==> src/rtl/background_model_ctrl.sv <==
// background_model_ctrl
// Sequencing and configuration controller for one background-model channel.
// It supplies the external datapath with the blend weights. It forces an
// initialisation frame (weight 128) after reset or on request. Alpha updates
// are applied only at frame starts. The valid/sof/eol sideband is delayed so
// that it lines up with the datapath result.
// Optional build macro: BG_MODEL_CTRL_STATS_EN adds frame_cnt / init_active.
module background_model_ctrl #(
    parameter int         DP_LATENCY  = 4,     // must be >= 2
    parameter logic [7:0] ALPHA_RESET = 8'd8
) (
    input  logic        clk,
    input  logic        rst_n,
    input  logic        in_valid,
    input  logic        in_sof,
    input  logic        in_eol,
    input  logic [7:0]  in_frame,
    input  logic [7:0]  in_background,
    input  logic        cfg_valid,
    input  logic [7:0]  cfg_alpha,
    output logic        cfg_ready,
    input  logic        init_req,
    output logic [7:0]  dp_frame,
    output logic [7:0]  dp_background,
    output logic [7:0]  dp_alpha,
    output logic [7:0]  dp_one_minus_alpha,
    input  logic [7:0]  dp_obackground,
    output logic        out_valid,
    output logic        out_sof,
    output logic        out_eol,
    output logic [7:0]  out_background,
    output logic        busy
`ifdef BG_MODEL_CTRL_STATS_EN
    ,
    output logic [15:0] frame_cnt,
    output logic        init_active
`endif
);

    localparam logic [7:0] ALPHA_ONE = 8'd128;

    typedef enum logic [1:0] {
        ST_IDLE = 2'd0,
        ST_INIT = 2'd1,
        ST_RUN  = 2'd2
    } state_t;

    state_t     state;
    state_t     state_nxt;

    logic [7:0] active_alpha;
    logic [7:0] pending_alpha;
    logic       pending;
    logic       pending_nxt;
    logic       init_pending;

    logic       sof_acc;
    logic       cfg_hs;
    logic       clr_init;
    logic       apply_pending;
    logic [7:0] eff_alpha;

    // Sideband delay line, one bit per stage; the stage 0 entry is the newest.
    logic [DP_LATENCY-1:0] vld_p;
    logic [DP_LATENCY-1:0] sof_p;
    logic [DP_LATENCY-1:0] eol_p;

    // Requests above unity weight are limited to 1.0 (128 in Q1.7).
    function automatic logic [7:0] clamp_alpha(input logic [7:0] a);
        return (a > ALPHA_ONE) ? ALPHA_ONE : a;
    endfunction

    assign sof_acc = in_valid & in_sof;
    assign cfg_hs  = cfg_valid & cfg_ready;

    // State register
    always_ff @(posedge clk) begin
        if (!rst_n) begin
            state <= ST_IDLE;
        end else begin
            state <= state_nxt;
        end
    end

    // Frame-start decision: choose INIT or RUN and decide whether the pending alpha is consumed
    always_comb begin
        state_nxt     = state;
        clr_init      = 1'b0;
        apply_pending = 1'b0;
        if (sof_acc) begin
            if (init_pending) begin
                state_nxt = ST_INIT;
                clr_init  = 1'b1;
            end else begin
                state_nxt     = ST_RUN;
                apply_pending = pending;
            end
        end
    end

    // Effective weight; on a sof pixel the selection already reflects the new frame
    always_comb begin
        eff_alpha = active_alpha;
        if (sof_acc) begin
            if (init_pending) begin
                eff_alpha = ALPHA_ONE;
            end else if (pending) begin
                eff_alpha = pending_alpha;
            end
        end else if (state == ST_INIT) begin
            eff_alpha = ALPHA_ONE;
        end
    end

    // Pending flag next value; a handshake needs pending=0 and a consume needs pending=1
    always_comb begin
        pending_nxt = pending;
        if (cfg_hs) begin
            pending_nxt = 1'b1;
        end else if (apply_pending) begin
            pending_nxt = 1'b0;
        end
    end

    // Alpha control registers, init request flag and registered cfg_ready
    always_ff @(posedge clk) begin
        if (!rst_n) begin
            active_alpha <= ALPHA_RESET;
            pending      <= 1'b0;
            init_pending <= 1'b1;
            cfg_ready    <= 1'b0;
        end else begin
            pending   <= pending_nxt;
            cfg_ready <= ~pending_nxt;
            if (apply_pending) begin
                active_alpha <= pending_alpha;
            end
            // A new request outranks the clear, so init_req on a sof cycle targets the next frame
            if (init_req) begin
                init_pending <= 1'b1;
            end else if (clr_init) begin
                init_pending <= 1'b0;
            end
        end
    end

    // Requested alpha capture; only meaningful while pending is set, so it has no reset
    always_ff @(posedge clk) begin
        if (cfg_hs) begin
            pending_alpha <= clamp_alpha(cfg_alpha);
        end
    end

    // Sideband delay line matching the datapath latency; reset drops in-flight pixels
    always_ff @(posedge clk) begin
        if (!rst_n) begin
            vld_p <= '0;
            sof_p <= '0;
            eol_p <= '0;
        end else begin
            vld_p <= {vld_p[DP_LATENCY-2:0], in_valid};
            sof_p <= {sof_p[DP_LATENCY-2:0], sof_acc};
            eol_p <= {eol_p[DP_LATENCY-2:0], in_valid & in_eol};
        end
    end

    assign dp_frame           = in_frame;
    assign dp_background      = in_background;
    assign dp_alpha           = eff_alpha;
    assign dp_one_minus_alpha = ALPHA_ONE - eff_alpha;

    assign out_valid      = vld_p[DP_LATENCY-1];
    assign out_sof        = sof_p[DP_LATENCY-1];
    assign out_eol        = eol_p[DP_LATENCY-1];
    assign out_background = out_valid ? dp_obackground : 8'd0;

    assign busy = (state != ST_IDLE) | (|vld_p);

`ifdef BG_MODEL_CTRL_STATS_EN
    // Accepted frame starts, wrapping at 16 bits
    always_ff @(posedge clk) begin
        if (!rst_n) begin
            frame_cnt <= 16'd0;
        end else if (sof_acc) begin
            frame_cnt <= frame_cnt + 16'd1;
        end
    end

    assign init_active = (state == ST_INIT);
`endif

endmodule

==> config.mk <==
export PLATFORM = sky130hd
export DESIGN_NAME = background_model_ctrl
export DESIGN_NICKNAME = d
export VERILOG_FILES = /design/src/rtl/background_model_ctrl.sv
export SDC_FILE = /design/constraint.sdc
export NUM_CORES = 1
export LEC_CHECK = 0
export BUFFER_PORTS_ARGS = -buffer_cell sky130_fd_sc_hd__clkbuf_2
export CAP_MARGIN = 20
export CELL_PAD_IN_SITES_DETAIL_PLACEMENT = 0
export CELL_PAD_IN_SITES_GLOBAL_PLACEMENT = 1
export CORE_ASPECT_RATIO = 1.5
export CORE_MARGIN = 2
export CORE_UTILIZATION = 32
export DETAILED_ROUTE_END_ITERATION = 10
export PLACE_DENSITY = 0.81
export SETUP_SLACK_MARGIN = 0.3
export SYNTH_ARGS = -nofsm -noshare
export SYNTH_HDL_FRONTEND = slang
export SYNTH_SLANG_ARGS = --single-unit
==> constraint.sdc <==
create_clock -name clk -period 2.4 [get_ports clk]
set_input_delay 0.24 -clock clk [delete_from_list [all_inputs] [get_ports clk]]
set_output_delay 0.24 -clock clk [all_outputs]
set_load 0.03 [all_outputs]
==> qor.csv, run 1 <==
metric,value,unit
grt_pass1_wl,5350,µm
syn-num-nets,205,
slew_violations,0,
power_leakage,0.952,nW
status,"complete, no violations",
peakVddDrop,0.284,mV
clkLatencyLatePin,0.28,ns
synthCells,165,
final_common_cell,clkbuf_2,
track_usage,12.9,%
areaGrowthSynthToFinish,32.4,%
netSwitchingPower,309,µW
route.detailed.drc,0,
cts_sinks,33,
powerDensity,564,mW/mm²
max_cap_viol_count,0,
ys_ff_latch,33,
place_ws,0.258,ns
swShare,26.3,%
layout.cells.most_common_list,"clkbuf_2 (46), buf_4 (23), nand2_1 (21), dfxtp_1 (21), and2_1 (20)",
hold_viol,0,
num_rows,31,
die_x,61.3,µm
grt_max_degree,26,
synth.distinct_cells,36,
max_freq,0.458,GHz
antenna_left,0,
cts_tree,yes,
layout-drive-gt1-share,44.6,%
fin_setup_tns,0,ns
rsz0062_at_grt,yes,
start_util,33.0,%
finClkSkew,0.00317,ns
pin_count,84,
crit_chain,nand2b_4 > mux2_4 > a21boi_2 > ha_2 > o211ai_1 > nor2_1 > xnor2_1 > buf_4,
path_max_fanout,4,
grt_pass1_vias,1209,
yosysWarnings,0,
max_stage_delay,0.32,ns
dr.pass1.iters,4,
relSlewSlack,74.0,%
hp-class,input port to register,
critPathArrivalTime,1.94,ns
synth.avg_cell_area,9.54,µm²
setup_viol,0,
cts-root-buf,clkbuf_8,
end_kind,output pin,
clock_path_buffers,2,
seq_area_frac_synth,47.1,%
clk_pin_slew,0.06,ns
avgRoutedWirePerCell,11.6,µm
syn-cell-area,0.00157,mm²
power_frac_comb,15.0,%
finalCriticalPeriod,2.18,ns
required,2.16,ns
grt-ovfl-total,0,
slowest_stage,dfxtp_2,
via_count,1284,
drt-initial-drc-count,13,
fillCellCount,482,
vias_per_cell,4.43,
finalCritPeriodShare,91.0,%
p_seq_share,50.9,%
cts_buffers,5,
p_int,866,µW
fp.dieH,89.9,µm
die_area,0.00551,mm²
gp_congestion,0.741,
startpoint_type,register,
fin_ws,0.216,ns
routed_wl,3370,µm
core,0.00477,mm²
diodes,0,
power.share.clock,34.0,%
layout.nets,263,
crit_type,register to output pin,
port_buffers,51,
antenna_found_initial,0,
worst_pin_slew,0.390,ns
cts-htree-levels,2,
place.detailed.hpwl,2360,µm
cell usage after synthesis, drive strengths merged:
cell type	count	area, µm²
dfxtp	25	500
nand2	23	88.8
and2	20	125
buf	18	133
a21boi	13	97.6
edfxtp	8	240
inv	8	30.0
nor2b	8	50.1
nor3	5	30.0
nor2	4	15.0
and3	3	18.8
clkbuf	3	11.3
o211ai	3	22.5
xor2	3	26.3
nand3	2	10.0
o21ai	2	10.0
o22ai	2	12.5
xnor2	2	17.5
a21oi	1	5.00
a2bb2oi	1	15.0
and4b	1	10.0
ha	1	12.5
mux2	1	15.0
mux2i	1	22.5
nand2b	1	6.26
nand3b	1	7.51
nand4b	1	8.76
nor4	1	6.26
o221a	1	11.3
o22a	1	8.76
or2	1	6.26
what timing repair did:
action                                  CTS  global route
gates resized for setup                  20             8
cloned                                    0             0
setup buffers                            16             2
hold buffers                              0             0
endpoints found under the setup margin    6             6
pin swaps                                 7             4
cell families after synthesis:
group	after synthesis	share of synthesized area, %
xor gates and xnor gates	5	2.78
and+or+nand+nor	71	24.3
adders and majority gates	1	0.795
DFF	33	47.1
muxes	2	2.38
AOI/OAI and AO/OA	24	11.6
buffers and inverters	29	11.0
sequential cells by signal, summed over array words and instances (netlist names):
name / cells
vld_p: 4
init_pending: 1
cfg_ready: 1
state: 2
sof_p: 4
pending: 1
active_alpha: 8
pending_alpha: 8
eol_p: 4
power by group through the flow:
stage	logic (mW)	registers, mW	clock network (mW)
3_3_place_gp	0.154	0.608	0
6_report	0.177	0.598	0.400
3_5_place_dp	0.156	0.609	0
2_1_floorplan	0.149	0.611	0
5_1_grt	0.192	0.600	0.441
4_1_cts	0.172	0.598	0.414
layer usage:
metal  wire [µm]  vias to the layer above  track usage [%]
met5           0                        -                0
met4          55                        0             5.80
met3         227                        4             3.17
met2        1830                       40             22.2
met1        1250                      594             14.0
li1            -                      646                -
critical path: cells and delay by family, from the launching register on:
family | cells | cell delay [ns]
flops | 1 | 0.32
buf+inv | 1 | 0.18
simple gates | 2 | 0.26
xor+xnor | 1 | 0.13
mux | 1 | 0.29
fa+ha+maj | 1 | 0.21
compound gates | 2 | 0.26
metrics by stage:
step / utilization, % / power [mW] / hold slack [ns] / instances / cell area (µm²)
CTS: 43.0 / 1.18 / 0.149 / 288 / 2050
global placement: 37.5 / 0.762 / 0.413 / 264 / 1790
floorplan: - / 0.760 / 0.346 / 165 / 1570
finish: 43.7 / 1.17 / 0.148 / 290 / 2080
global route: 43.7 / 1.23 / 0.148 / 290 / 2080
detailed placement: 37.5 / 0.764 / 0.421 / 264 / 1790
layout make-up:
class,count,area [µm²],area share [%]
sequential,33,746,35.8
clock inverter,3,16.3,0.781
inverter,8,30.0,1.44
multi-input combinational,103,713,34.2
tap,66,82.6,3.96
timing repair buffer,72,427,20.5
clock buffer,5,68.8,3.30
worst paths after layout:
check	to	slack (ns)	cells after the start	startpoint
hold / removal	init_pending$_SDFFE_PP1P_	0.15	2	init_req
setup / recovery	dp_one_minus_alpha[6]	0.22	8	state[1]$_SDFFE_PN0N_
hold reg to reg	sof_p[2]$_SDFF_PN0_	0.43	1	sof_p[1]$_SDFF_PN0_
setup reg to reg	active_alpha[5]$_SDFFE_PN0P_	0.25	13	init_pending$_SDFFE_PP1P_
(Power assumes the default switching activity.)
==> run 2: changes to the inputs <==
CORE_MARGIN = not set   (was 2)
CTS_CLUSTER_SIZE = 20   (was not set)
MAX_ROUTING_LAYER = met4   (was not set)
==> run 2 against run 1 <==
  * Wire length down 3.5%
  * First-iteration DRC count up 85%
  * Global-route usage up 0.29 points
  * Clock skew up 0.0025 ns
  * Non-clock buffer count down 4
  * Setup slack better by 0.015 ns
  * Die area down 5.4%
  * Register-to-register slack better by 0.94 ns
  * Hold slack worse by 0.0085 ns
  * Sequential power about the same
==> qor.csv, run 2 (synthesis results as in run 1) <==
metric,value,unit
status,"complete, no violations",
grt_pass1_vias,1143,
fin_setup_tns,0,ns
core,0.00462,mm²
die_area,0.00521,mm²
crit_chain,nand2b_4 > mux2_4 > a21boi_4 > ha_4 > o211ai_1 > nor2_1 > xnor2_1 > buf_4,
drt-initial-drc-count,24,
start_util,34.1,%
die_x,59.3,µm
grt-ovfl-total,0,
cts-htree-levels,2,
critPathArrivalTime,1.93,ns
max_freq,0.461,GHz
antenna_left,0,
max_cap_viol_count,0,
routed_wl,3250,µm
worst_pin_slew,0.398,ns
dr.pass1.iters,4,
cp_top_family,flip-flops,
netSwitchingPower,310,µW
r2r_start,init_pending$_SDFFE_PP1P_,
antenna_found_initial,0,
clkLatencyLatePin,0.29,ns
num_rows,30,
cts_buffers,5,
fin_ws,0.230,ns
cts_sinks,33,
slowest_stage,dfxtp_2,
areaGrowthSynthToFinish,33.7,%
hp-class,input port to register,
via_count,1276,
pin_count,84,
p_seq_share,49.5,%
whs,0.140,ns
vias_per_cell,4.49,
rsz0062_at_grt,yes,
powerDensity,574,mW/mm²
finalInstanceArea,0.00210,mm²
whs_path_depth,2,
final_util,45.6,%
route.detailed.drc,0,
fin_total_pwr,1.21,mW
relSlewSlack,73.5,%
rrSetupSlack,1.19,ns
slew_violations,0,
port_buffers,51,
r2r_end,active_alpha[4]$_SDFFE_PN0P_,
fin_cells,284,
clk_pin_slew,0.07,ns
cts-root-buf,clkbuf_8,
final_common_cell,clkbuf_2,
hp-start,init_req,
grt_pass1_wl,4840,µm
hold_viol,0,
end_kind,output pin,
clock_path_buffers,2,
finalCriticalPeriod,2.17,ns
avgRoutedWirePerCell,11.4,µm
power.share.clock,35.7,%
p_int,897,µW
power_leakage,0.968,nW
dp_cells,262,
min_to,init_pending$_SDFFE_PP1P_,
place_ws,0.253,ns
fp.dieH,87.9,µm
cts_hold_buf,0,
reg_top3,"active_alpha: 8 flops, pending_alpha: 8 flops",
cts_tree,yes,
gp_congestion,0.764,
layout.cells.most_common_list,"clkbuf_2 (45), dfxtp_1 (21), and2_1 (20), buf_4 (20), nand2_1 (19)",
placed_cell_area,0.00179,mm²
swShare,25.7,%
grt_max_degree,26,
rr_worst_depth,4,
finClkSkew,0.00571,ns
power_frac_comb,14.8,%
startpoint_type,register,
setup_viol,0,
path_max_fanout,4,
crit_type,register to output pin,
peakVddDrop,0.365,mV
finalCritPeriodShare,90.4,%
required,2.16,ns
diodes,0,
critPathBufInv,1,
layout-drive-gt1-share,45.5,%
place.detailed.hpwl,2330,µm
track_usage,13.1,%
max_stage_delay,0.32,ns
layout.nets,259,
-- run 2: timing repair --
item                                    4_1_cts  5_1_grt
gates resized for setup                      20       19
cloned                                        0        0
hold endpoints to repair                      0        0
buffers inserted                             10        4
endpoints found under the setup margin        5        6
pin swaps                                     6        9
-- run 2: final cells by class --
type / count / area, µm²
Sequential cell: 33 / 748
Tap cell: 64 / 80.1
Fill cell: 473 / 2510
Timing Repair Buffer: 68 / 397
Multi-Input combinational cell: 103 / 756
Clock buffer: 7 / 86.3
Clock inverter: 1 / 7.51
Inverter: 8 / 30.0
-- run 2: layer usage --
metal / vias to the layer above / share of wire, % / global-route usage [%]
met5: - / 0 / -
met4: 0 / 3.8 / 9.52
met3: 10 / 7.6 / 3.84
met2: 50 / 52 / 22.9
met1: 578 / 36 / 11.7
li1: 638 / - / -
-- run 2: worst max-delay path by stage --
stage / from / endpoint / slack, ns / cells after the start
after floorplan: init_pending$_SDFFE_PP1P_ / dp_one_minus_alpha[6] / 0.31 / 8
after global placement: in_valid / dp_one_minus_alpha[6] / 0.29 / 9
after detailed placement: state[1]$_SDFFE_PN0N_ / dp_one_minus_alpha[6] / 0.25 / 8
after CTS: state[1]$_SDFFE_PN0N_ / dp_one_minus_alpha[6] / 0.20 / 8
after global routing: state[1]$_SDFFE_PN0N_ / dp_one_minus_alpha[6] / 0.15 / 8
final: state[1]$_SDFFE_PN0N_ / dp_one_minus_alpha[6] / 0.23 / 8
-- run 2: power groups by stage --
stage / clock network (mW) / registers [mW] / logic (mW)
2_1_floorplan: 0 / 0.611 / 0.149
3_3_place_gp: 0 / 0.608 / 0.154
3_5_place_dp: 0 / 0.608 / 0.156
4_1_cts: 0.443 / 0.597 / 0.173
5_1_grt: 0.469 / 0.599 / 0.193
6_report: 0.432 / 0.597 / 0.179
